**src/rtl/bf_exec_core.sv**
```systemverilog
// Brainfuck-style execution core: fetches from a combinational ROM, operates on a synchronous-read data RAM.
// Optional macro BF_CELL_SAT_EN makes INC/DEC saturate instead of wrap.
module bf_exec_core #(
    parameter int unsigned DW     = 8,
    parameter int unsigned AW     = 8,
    parameter int unsigned PW     = 8,
    parameter int unsigned LDEPTH = 8
) (
    input  logic          clk,
    input  logic          reset,
    input  logic          start_i,
    output logic [PW-1:0] pc_o,
    input  logic [8:0]    instr_i,
    output logic [AW-1:0] mem_addr_o,
    input  logic [DW-1:0] mem_rdata_i,
    output logic          mem_we_o,
    output logic [DW-1:0] mem_wdata_o,
    output logic          out_valid_o,
    input  logic          out_ready_i,
    output logic [DW-1:0] out_data_o,
    output logic          done_o,
    output logic          error_o
);
    localparam int unsigned SW  = $clog2(LDEPTH + 1);
    localparam int unsigned SIW = $clog2(LDEPTH);
    localparam int unsigned PW1 = PW + 1;

    localparam logic [3:0] OP_INC   = 4'd1;
    localparam logic [3:0] OP_DEC   = 4'd2;
    localparam logic [3:0] OP_RIGHT = 4'd3;
    localparam logic [3:0] OP_LEFT  = 4'd4;
    localparam logic [3:0] OP_OPEN  = 4'd5;
    localparam logic [3:0] OP_CLOSE = 4'd6;
    localparam logic [3:0] OP_OUT   = 4'd7;
    localparam logic [3:0] OP_HALT  = 4'd8;

    typedef enum logic [2:0] {
        S_IDLE, S_DECODE, S_READ, S_WRITE, S_OUT, S_SCAN, S_HALT
    } state_t;

    state_t        state, state_n;
    logic [PW-1:0] pc, pc_n, nest, nest_n;
    logic [AW-1:0] head, head_n;
    logic [SW-1:0] sp, sp_n;
    logic [DW-1:0] wdata, wdata_n, odata, odata_n, cell_inc, cell_dec;
    logic          we, we_n, oval, oval_n, done, done_n, err, err_n;
    logic          push, adv, fault, cell_nz;
    logic [PW:0]   pc_inc;
    logic [3:0]    opcode;
    logic [PW-1:0] stack [LDEPTH];
    logic [PW-1:0] stack_top;
    logic          unused_bits;

    assign opcode      = instr_i[3:0];
    assign unused_bits = ^instr_i[8:4];
    assign pc_inc      = {1'b0, pc} + PW1'(1);
    assign cell_nz     = (mem_rdata_i != '0);
    assign stack_top   = stack[SIW'(sp - SW'(1))];

`ifdef BF_CELL_SAT_EN
    assign cell_inc = (mem_rdata_i == {DW{1'b1}}) ? mem_rdata_i : mem_rdata_i + DW'(1);
    assign cell_dec = (mem_rdata_i == '0) ? mem_rdata_i : mem_rdata_i - DW'(1);
`else
    assign cell_inc = mem_rdata_i + DW'(1);
    assign cell_dec = mem_rdata_i - DW'(1);
`endif

    // Loop return addresses; validity is tracked solely by sp.
    always_ff @(posedge clk) begin
        if (push) stack[SIW'(sp)] <= pc_inc[PW-1:0];
    end

    always_ff @(posedge clk or negedge reset) begin
        if (!reset) begin
            state <= S_IDLE;
            pc    <= '0;
            head  <= '0;
            sp    <= '0;
            nest  <= '0;
            we    <= 1'b0;
            wdata <= '0;
            oval  <= 1'b0;
            odata <= '0;
            done  <= 1'b0;
            err   <= 1'b0;
        end else begin
            state <= state_n;
            pc    <= pc_n;
            head  <= head_n;
            sp    <= sp_n;
            nest  <= nest_n;
            we    <= we_n;
            wdata <= wdata_n;
            oval  <= oval_n;
            odata <= odata_n;
            done  <= done_n;
            err   <= err_n;
        end
    end

    // Next state; adv requests PC+1, whose overflow (like stack faults) forces HALT with error.
    always_comb begin
        state_n = state;
        pc_n    = pc;
        head_n  = head;
        sp_n    = sp;
        nest_n  = nest;
        we_n    = 1'b0;
        wdata_n = wdata;
        oval_n  = 1'b0;
        odata_n = odata;
        done_n  = done;
        err_n   = err;
        push    = 1'b0;
        adv     = 1'b0;
        fault   = 1'b0;
        case (state)
            S_IDLE: begin
                if (start_i) begin
                    state_n = S_DECODE;
                    pc_n    = '0;
                    head_n  = '0;
                    sp_n    = '0;
                    nest_n  = '0;
                end
            end
            S_DECODE: begin
                case (opcode)
                    OP_INC, OP_DEC, OP_OPEN, OP_CLOSE, OP_OUT: state_n = S_READ;
                    OP_HALT: begin
                        state_n = S_HALT;
                        done_n  = 1'b1;
                    end
                    OP_RIGHT: begin head_n = head + AW'(1); adv = 1'b1; end
                    OP_LEFT:  begin head_n = head - AW'(1); adv = 1'b1; end
                    default:  adv = 1'b1;
                endcase
            end
            S_READ: begin
                state_n = S_DECODE;
                case (opcode)
                    OP_INC: begin wdata_n = cell_inc; we_n = 1'b1; state_n = S_WRITE; end
                    OP_DEC: begin wdata_n = cell_dec; we_n = 1'b1; state_n = S_WRITE; end
                    OP_OPEN: begin
                        if (!cell_nz) begin
                            nest_n  = PW'(1);
                            adv     = 1'b1;
                            state_n = S_SCAN;
                        end else if (sp == SW'(LDEPTH)) begin
                            fault = 1'b1;
                        end else begin
                            push = 1'b1;
                            sp_n = sp + SW'(1);
                            adv  = 1'b1;
                        end
                    end
                    OP_CLOSE: begin
                        if (sp == '0)   fault = 1'b1;
                        else if (cell_nz) pc_n = stack_top;
                        else begin
                            sp_n = sp - SW'(1);
                            adv  = 1'b1;
                        end
                    end
                    OP_OUT: begin odata_n = mem_rdata_i; oval_n = 1'b1; state_n = S_OUT; end
                    default: ;
                endcase
            end
            S_WRITE: begin
                adv     = 1'b1;
                state_n = S_DECODE;
            end
            S_OUT: begin
                if (out_ready_i) begin
                    adv     = 1'b1;
                    state_n = S_DECODE;
                end else begin
                    oval_n = 1'b1;
                end
            end
            S_SCAN: begin
                adv = 1'b1;
                if (opcode == OP_OPEN) nest_n = nest + PW'(1);
                else if (opcode == OP_CLOSE) begin
                    nest_n = nest - PW'(1);
                    if (nest == PW'(1)) state_n = S_DECODE;
                end
            end
            S_HALT:  ;
            default: state_n = S_IDLE;
        endcase
        if (adv) begin
            if (pc_inc[PW]) fault = 1'b1;
            else            pc_n  = pc_inc[PW-1:0];
        end
        if (fault) begin
            err_n   = 1'b1;
            done_n  = 1'b1;
            state_n = S_HALT;
            we_n    = 1'b0;
            oval_n  = 1'b0;
            push    = 1'b0;
        end
    end

    assign pc_o        = pc;
    assign mem_addr_o  = head;
    assign mem_we_o    = we;
    assign mem_wdata_o = wdata;
    assign out_valid_o = oval;
    assign out_data_o  = odata;
    assign done_o      = done;
    assign error_o     = err;
endmodule

```
**config.mk**
```make
export PLATFORM = sky130hd
export DESIGN_NAME = bf_exec_core
export DESIGN_NICKNAME = d
export VERILOG_FILES = /design/src/rtl/bf_exec_core.sv
export SDC_FILE = /design/constraint.sdc
export NUM_CORES = 1
export LEC_CHECK = 0
export ABC_AREA = 1
export CORE_ASPECT_RATIO = 1.2
export CORE_MARGIN = 1.5
export CORE_UTILIZATION = 41
export CTS_CLUSTER_DIAMETER = 40
export DETAILED_ROUTE_END_ITERATION = 10
export PLACE_DENSITY = 0.61
export SYNTH_ARGS = -nofsm -noshare
export SYNTH_HDL_FRONTEND = slang
export SYNTH_SLANG_ARGS = --single-unit
```
**constraint.sdc**
```tcl
create_clock -name clk -period 2.8 [get_ports clk]
set_input_delay 0.42 -clock clk [delete_from_list [all_inputs] [get_ports clk]]
set_output_delay 0.42 -clock clk [all_outputs]
set_load 0.05 [all_outputs]
```
**Yosys cells after proc, flatten, opt, wreduce, memory -nomap -nowiden**

Memory sizes are Yosys's and may differ from the RTL's.
Index checks and enable logic that the tools add are counted.

- Register bits after elaboration: 51
- Latch bits: 0
- Memory bits (writable): 64
- Bits in read-only memories: 0
- Input port bits: 21
- Output and inout bits: 36
- Logic and storage cells: 138
- Memories: 1

Memory list:

| memory | words | bits a word | read ports | clocked after memory_dff | write ports | line | RTL |
|---|---|---|---|---|---|---|---|
| stack | 8 | 8 | 1 | 0 | 1 | 50 | `logic [PW-1:0] stack [LDEPTH];` |

- $add $sub $neg: 9
- Multiply operators: 0
- Divide/modulo/power cells: 0
- Order comparisons: 0
- Eq/ne operators: 33
- Shifts and indexed selects: 0
- Multiplexer cells: 64
- Bitwise gates (word level): 0
- Reduce and logical (&&, ||, !) cells: 20

Operators by type and width:

| kind | count |
|---|---|
| 2-to-1 mux 8 bit | 11 |
| one-hot mux 8 bit (2 select lines) | 4 |
| inequality test 3 bit, second input constant | 11 |
| 2-to-1 mux 1 bit | 27 |
| adder 8 x 1 -> 8 bit, second input constant | 3 |
| one-hot mux 8 bit (3 select lines) | 1 |
| subtractor 8 x 1 -> 8 bit, second input constant | 3 |
| 2-to-1 mux 3 bit | 7 |
| one-hot mux 3 bit (7 select lines) | 1 |
| 2-to-1 mux 4 bit | 5 |
| == test 4 x 3 -> 1 bit, second input constant | 4 |
| one-hot mux 4 bit (2 select lines) | 2 |
| AND reduction 7 bit | 2 |
| nonzero test 2 bit | 5 |
| adder 8 x 1 -> 9 bit, second input constant | 1 |
| == test 3 bit, second input constant | 3 |
| one-hot mux 3 bit (3 select lines) | 1 |
| == test 4 x 2 -> 1 bit, second input constant | 2 |
| == test 4 bit, second input constant | 2 |
| == test 8 x 1 -> 1 bit, second input constant | 1 |
| inequality test 2 bit, second input constant | 4 |
| nonzero test 8 bit | 1 |
| == test 3 x 2 -> 1 bit, second input constant | 2 |
| one-hot mux 1 bit (2 select lines) | 3 |
| other kinds (17) | 20 |

**Logic depth before layout (Yosys ltp)**

- Word-level depth: 10
- Mapped depth: 16
- Mapped depth without buffers: 14

**Worst setup path before layout**

OpenSTA, ideal clock, no wires.

- Path kind: reg-to-reg
- From: reg sp[0]
- To: mem stack[0][0], enable pin
- Library setup time: 370 ps
- Arrival: 2302 ps
- Data required time: 2430 ps
- Slack: 127 ps
- Cell stages (with the launch flop): 15
- Buffers on the path: 2
- Clock period less this slack: 2673 ps
- Path through: dfrtp_1 > buf_2 > inv_2 > clkbuf_1 > ha_1 > nand2_1 > nor2_1 > nor2_2 > nand2_1 > nand2_1 > nand2_1 > nand3_2 > nand2_1 > nand4_1 > nor2_1

- Cells in the longest elaborated chain, start to end: 10
- Elaborated cells on any way between the ends: 20
- Those cells by class: eq/ne (1); mux (18); reduce/logical (1)

Ends and longest elaborated chain:

| what | line | RTL |
|---|---|---|
| start: declaration | 44 | `logic [SW-1:0] sp, sp_n;` |
| start signal: assignment | 90 | `sp <= sp_n;` |
| == test 4 bit | 149 | `end else if (sp == SW'(LDEPTH)) begin` |
| 2-to-1 mux 1 bit | 149 |  |
| 2-to-1 mux 1 bit | 145 | `if (!cell_nz) begin` |
| one-hot mux 1 bit (2 select lines) | 141 | `case (opcode)` |
| 2-to-1 mux 1 bit | 117 | `case (state)` |
| 2-to-1 mux 1 bit | 193 | `if (pc_inc[PW]) fault = 1'b1;` |
| 2-to-1 mux 1 bit | 192 | `if (adv) begin` |
| 2-to-1 mux 1 bit | 196 | `if (fault) begin` |
| 2-to-1 mux 1 bit | 70 | `if (push) stack[SIW'(sp)] <= pc_inc[PW-1:0];` |
| 2-to-1 mux 1 bit (implied by the code) | 70 |  |
| end: declaration | 50 |  |

Parallel ways exist; a longest one is shown, timed or not.

**Worst setup path in the final report**

- From: reg sp[1]
- To: mem stack[4][2], enable pin

Same word-level chain as after synthesis.

==> results summary <==
The number of buffers on the longest clock path came out at 2. On the critical path the largest part of the delay comes from simple AND/OR/NAND/NOR gates. Once the floorplan was initialized, standard cells occupied 42.2% of the core. Synthesis instantiated 41 different standard cells from the library. The wire-length estimate of the detail-placed layout is 10100 um. Sequential elements use 52.6% of the synthesized area. The final setup violation count is 0. The initial detailed-routing violation count is 271. Along the worst path, the maximum fanout reaches 7. Data on the critical path is required at its endpoint by 2.92 ns. STA classifies the critical path startpoint as a register. The number of hold-repair buffers added at the cts stage came out at 0. The final wirelength came out at 14200 um.

For this run, the slowest stage of the critical path takes 0.44 ns. The detailed-routed wire length on met2 came out at 7080 um. The average wire per cell in the routed design is 15.3 um. The sum of overflow across all layers after global routing came out at 0. The post-synthesis net count came out at 700. For this run, the detailed router's first-pass iteration total came to 4.

Across the run, the number of max-cap violations was 0. The first global-routing pass estimated 23500 um of wire. The count of nets left with antenna violations after detail routing is 0. The count of cells resized by post-cts repair is 0. The finished layout cell area came out at 0.00751 sq mm. Each instance of the synthesized netlist takes up on average 9.24 sq um. Together, buffers and inverters on the worst path number 2. The slew at the pin with the worst max-slew slack is 0.701 ns. The data arrival time at the worst-slack endpoint came out at 2.47 ns.

The static leakage power is 0.00327 uW. The synthesis-stage register bit count came out at 115. The power density relative to cell area is 1110 mW/mm^2. Of the cells placed in the final design, the portion with a size suffix greater than 1 is 14.0%. The number of hold violations in the final report came out at 0. The worst setup skew after layout is 0.0107 ns. The yosys synthesis warning count came out at 0.

The routed length on met1 came out at 6230 um. Measured against its own limit, the worst slew margin works out to 53.1%. Counting flops with a built-in enable in the synthesized netlist gives 64.

The die covers 0.0156 sq mm. The share of flip-flops with an asynchronous set or reset after synthesis is 44.3%. The met3 wire length is 605 um. The number of diodes added for antenna fixing came out at 0.

Among all flip-flop cells after synthesis, the most frequent one is sky130_fd_sc_hd__edfxtp_1. 57 I/O pins were placed. Summed over all failing endpoints, the final setup total negative slack is 0 ns. The type of element capturing the critical path is a register. The proportion of netlist area held by the largest area contributor came out at 31.6%.

The via count of the first global-routing pass was 4798. Setup repair after global routing left no endpoint under its margin. The filler cell count came out at 1295. Measured along the y axis, the die boundary spans 136 um. The highest metal layer carrying signal wires in the routed design is met4. The clock input transition at the sequential cells of the worst setup and hold paths is 0.06 ns. The run finished with clean final reports. The time the final worst path needs with I/O delays and setup came out at 2.35 ns. The area of the mapped netlist came out at 0.00608 sq mm. The path class of the tightest hold or removal check is in2async. The timing-limited maximum frequency came out at 425 MHz.

The CTS buffer count came out at 17. Entering global routing, the biggest net connects 38 pins. The worst IR drop on VDD came out at 0.000647 V. The synthesized netlist cell count came out at 658. The final max-slew violation count was 0. The critical path starts at sp[1].

In the post-synthesis netlist, the biggest area contributors are sky130_fd_sc_hd__edfxtp_1, sky130_fd_sc_hd__dfrtp_1, sky130_fd_sc_hd__nand2_1. The number of I/O port buffers came out at 51. The total power came out at 8350 uW. The synthesis-to-layout area growth is 23.5%. The cell chosen for the clock root is sky130_fd_sc_hd__clkbuf_16. The critical path goes through inv_1 > ha_1 > nand2_1 > nor2_1 > nor2_2 > nand2_1 > nand2_1 > nand2_1 > nand3_2 > nand2_1 > nand4_1 > nor2_1 > buf_4. The number of H-tree levels is 4. Once the clock tree was built, the setup fixing pass inserted 0 buffers. The slowest cell on the critical path is sky130_fd_sc_hd__dfrtp_1.

The layout net count came out at 780. In this run the critical register-to-register path is launched from sp[1]. The number of sinks driven by the clock tree came out at 115. The core footprint came out at 0.0144 sq mm. The largest total area in the synthesized netlist belongs to sky130_fd_sc_hd__edfxtp_1.

The detailed-route DRC error count is 0. The clock reaches the later pin of the worst-skew pair after 0.41 ns. The instance area after placement came out at 0.00691 sq mm. The number of standard-cell rows in the floorplan came out at 48. The share of the clock period used by the worst path after layout came out at 84.0%. The global-route total usage across every layer is 19.4%. The number of antenna violations at the first check in global routing was 0. The via count is 4712. The die span in x is 114 um. Using the TritonRoute via totals, the vias-per-cell ratio works out to 5.09.

The critical path in this run is classified as reg2reg. The congestion estimate from routability-driven global placement came to 0.902. Among the stages of the critical path, the cell type that occurs most often is sky130_fd_sc_hd__nand2_1. TritonCTS built the clock tree.
## cell type report
type                       instances  area (sq um)  share of cell area (%)
inverter                          62           233                    3.10
multi-input combinational        465          2560                    34.1
timing repair buffer              77           701                    9.33
clock buffer                      17           425                    5.67
tap                              175           219                    2.92
clock inverter                    15           170                    2.27
sequential                       115          3200                    42.6
## cell usage after synthesis (2+ instances only)
cell type / instances
sky130_fd_sc_hd__inv_1: 53
sky130_fd_sc_hd__nor2_2: 5
sky130_fd_sc_hd__nand3_1: 38
sky130_fd_sc_hd__inv_2: 8
sky130_fd_sc_hd__buf_2: 5
sky130_fd_sc_hd__buf_6: 3
sky130_fd_sc_hd__fa_1: 2
sky130_fd_sc_hd__mux2_2: 5
sky130_fd_sc_hd__xor2_1: 22
sky130_fd_sc_hd__o221ai_1: 10
sky130_fd_sc_hd__ha_1: 19
sky130_fd_sc_hd__a21oi_1: 17
sky130_fd_sc_hd__nor3_1: 6
sky130_fd_sc_hd__or2_2: 2
sky130_fd_sc_hd__o211ai_1: 6
sky130_fd_sc_hd__nand3_2: 3
sky130_fd_sc_hd__dfrtp_1: 51
sky130_fd_sc_hd__o21ai_0: 57
sky130_fd_sc_hd__or2_1: 2
sky130_fd_sc_hd__o21ai_1: 7
sky130_fd_sc_hd__edfxtp_1: 64
sky130_fd_sc_hd__xnor2_1: 3
sky130_fd_sc_hd__nand2_2: 11
sky130_fd_sc_hd__clkbuf_1: 6
sky130_fd_sc_hd__nand2_1: 151
sky130_fd_sc_hd__nor2_1: 67
sky130_fd_sc_hd__a21oi_2: 2
sky130_fd_sc_hd__nand2_4: 2
sky130_fd_sc_hd__nor2_4: 5
sky130_fd_sc_hd__nand4_1: 14
sky130_fd_sc_hd__buf_1: 2
## report_power, final
| group | switching (uW) | internal (uW) | total, uW |
|---|---|---|---|
| clock | 832 | 1340 | 2170 |
| combinational | 2550 | 1180 | 3720 |
| sequential | 264 | 2200 | 2470 |
| total | 3640 | 4710 | 8350 |
## layout by cell type (no fill, tap or decap), types with 6 or more instances in the layout
cell type | Yosys | final
sky130_fd_sc_hd__o21ai_1 | 7 | 7
sky130_fd_sc_hd__buf_4 | 0 | 26
sky130_fd_sc_hd__nand2_1 | 151 | 151
sky130_fd_sc_hd__inv_2 | 8 | 8
sky130_fd_sc_hd__inv_1 | 53 | 53
sky130_fd_sc_hd__nand4_1 | 14 | 14
sky130_fd_sc_hd__ha_1 | 19 | 19
sky130_fd_sc_hd__edfxtp_1 | 64 | 64
sky130_fd_sc_hd__nor2_1 | 67 | 67
sky130_fd_sc_hd__nor3_1 | 6 | 6
sky130_fd_sc_hd__clkbuf_16 | 0 | 17
sky130_fd_sc_hd__dfrtp_1 | 51 | 51
sky130_fd_sc_hd__xor2_1 | 22 | 22
sky130_fd_sc_hd__a21oi_1 | 17 | 17
sky130_fd_sc_hd__nand3_1 | 38 | 38
sky130_fd_sc_hd__clkdlybuf4s50_1 | 0 | 50
sky130_fd_sc_hd__o211ai_1 | 6 | 6
sky130_fd_sc_hd__o221ai_1 | 10 | 10
sky130_fd_sc_hd__nand2_2 | 11 | 11
sky130_fd_sc_hd__o21ai_0 | 57 | 57
## per-layer routing
metal  up-vias  track usage (%)
met5         -                0
met3        18             4.59
met4         0             7.99
met2       108             32.9
met1      2197             23.8
li1       2389                -
## per-stage QoR
stage | util [%] | hold slack [ns] | instances | worst slack [ns]
6_report | 52.1 | 0.0355 | 926 | 0.448
5_1_grt | 52.1 | 0.0683 | 926 | 0.245
4_1_cts | 52.1 | 0.0485 | 926 | 0.466
3_5_place_dp | 48.0 | 0.458 | 894 | 0.134
3_3_place_gp | 48.0 | 0.454 | 894 | 0.162
2_1_floorplan | - | 0.124 | 658 | 0.127
## registers in the layout (all words and copies together), names as in the netlist
signal / flops
stack: 64
mem_addr_o: 8
mem_wdata_o: 8
nest: 8
out_data_o: 8
pc_o: 8
sp: 4
state: 3
done_o: 1
error_o: 1
mem_we_o: 1
out_valid_o: 1
## cell families after synthesis
| kind of cell | after synthesis | share of synthesized area, % |
|---|---|---|
| buffers and inverters | 78 | 5.29 |
| AO/OA/AOI/OAI | 105 | 10.0 |
| AND/OR/NAND/NOR | 309 | 23.0 |
| adder cells (fa/ha/maj) | 21 | 4.57 |
| flip-flops | 115 | 52.6 |
| multiplexers | 5 | 0.926 |
| XOR/XNOR | 25 | 3.60 |
## worst paths after layout
check,to,slack (ns),cells past startpoint
max,stack[4][2],0.45,13
min,mem_wdata_o[6],0.04,1
max reg2reg,stack[4][2],0.45,13
min reg2reg,mem_wdata_o[2],0.48,2
max in group asynchronous,nest[4],2.11,2
min in group clk,mem_wdata_o[2],0.48,2
## worst register-to-register path, cell delays in order (launching register included)
cell and delay [ns]:
sky130_fd_sc_hd__dfrtp_1 0.44, sky130_fd_sc_hd__inv_1 0.15, sky130_fd_sc_hd__ha_1 0.21, sky130_fd_sc_hd__nand2_1 0.06, sky130_fd_sc_hd__nor2_1 0.15, sky130_fd_sc_hd__nor2_2 0.08
sky130_fd_sc_hd__nand2_1 0.06, sky130_fd_sc_hd__nand2_1 0.04, sky130_fd_sc_hd__nand2_1 0.07, sky130_fd_sc_hd__nand3_2 0.07, sky130_fd_sc_hd__nand2_1 0.14, sky130_fd_sc_hd__nand4_1 0.17
sky130_fd_sc_hd__nor2_1 0.21, sky130_fd_sc_hd__buf_4 0.20
Note: power is estimated with default switching activity, not from simulation.
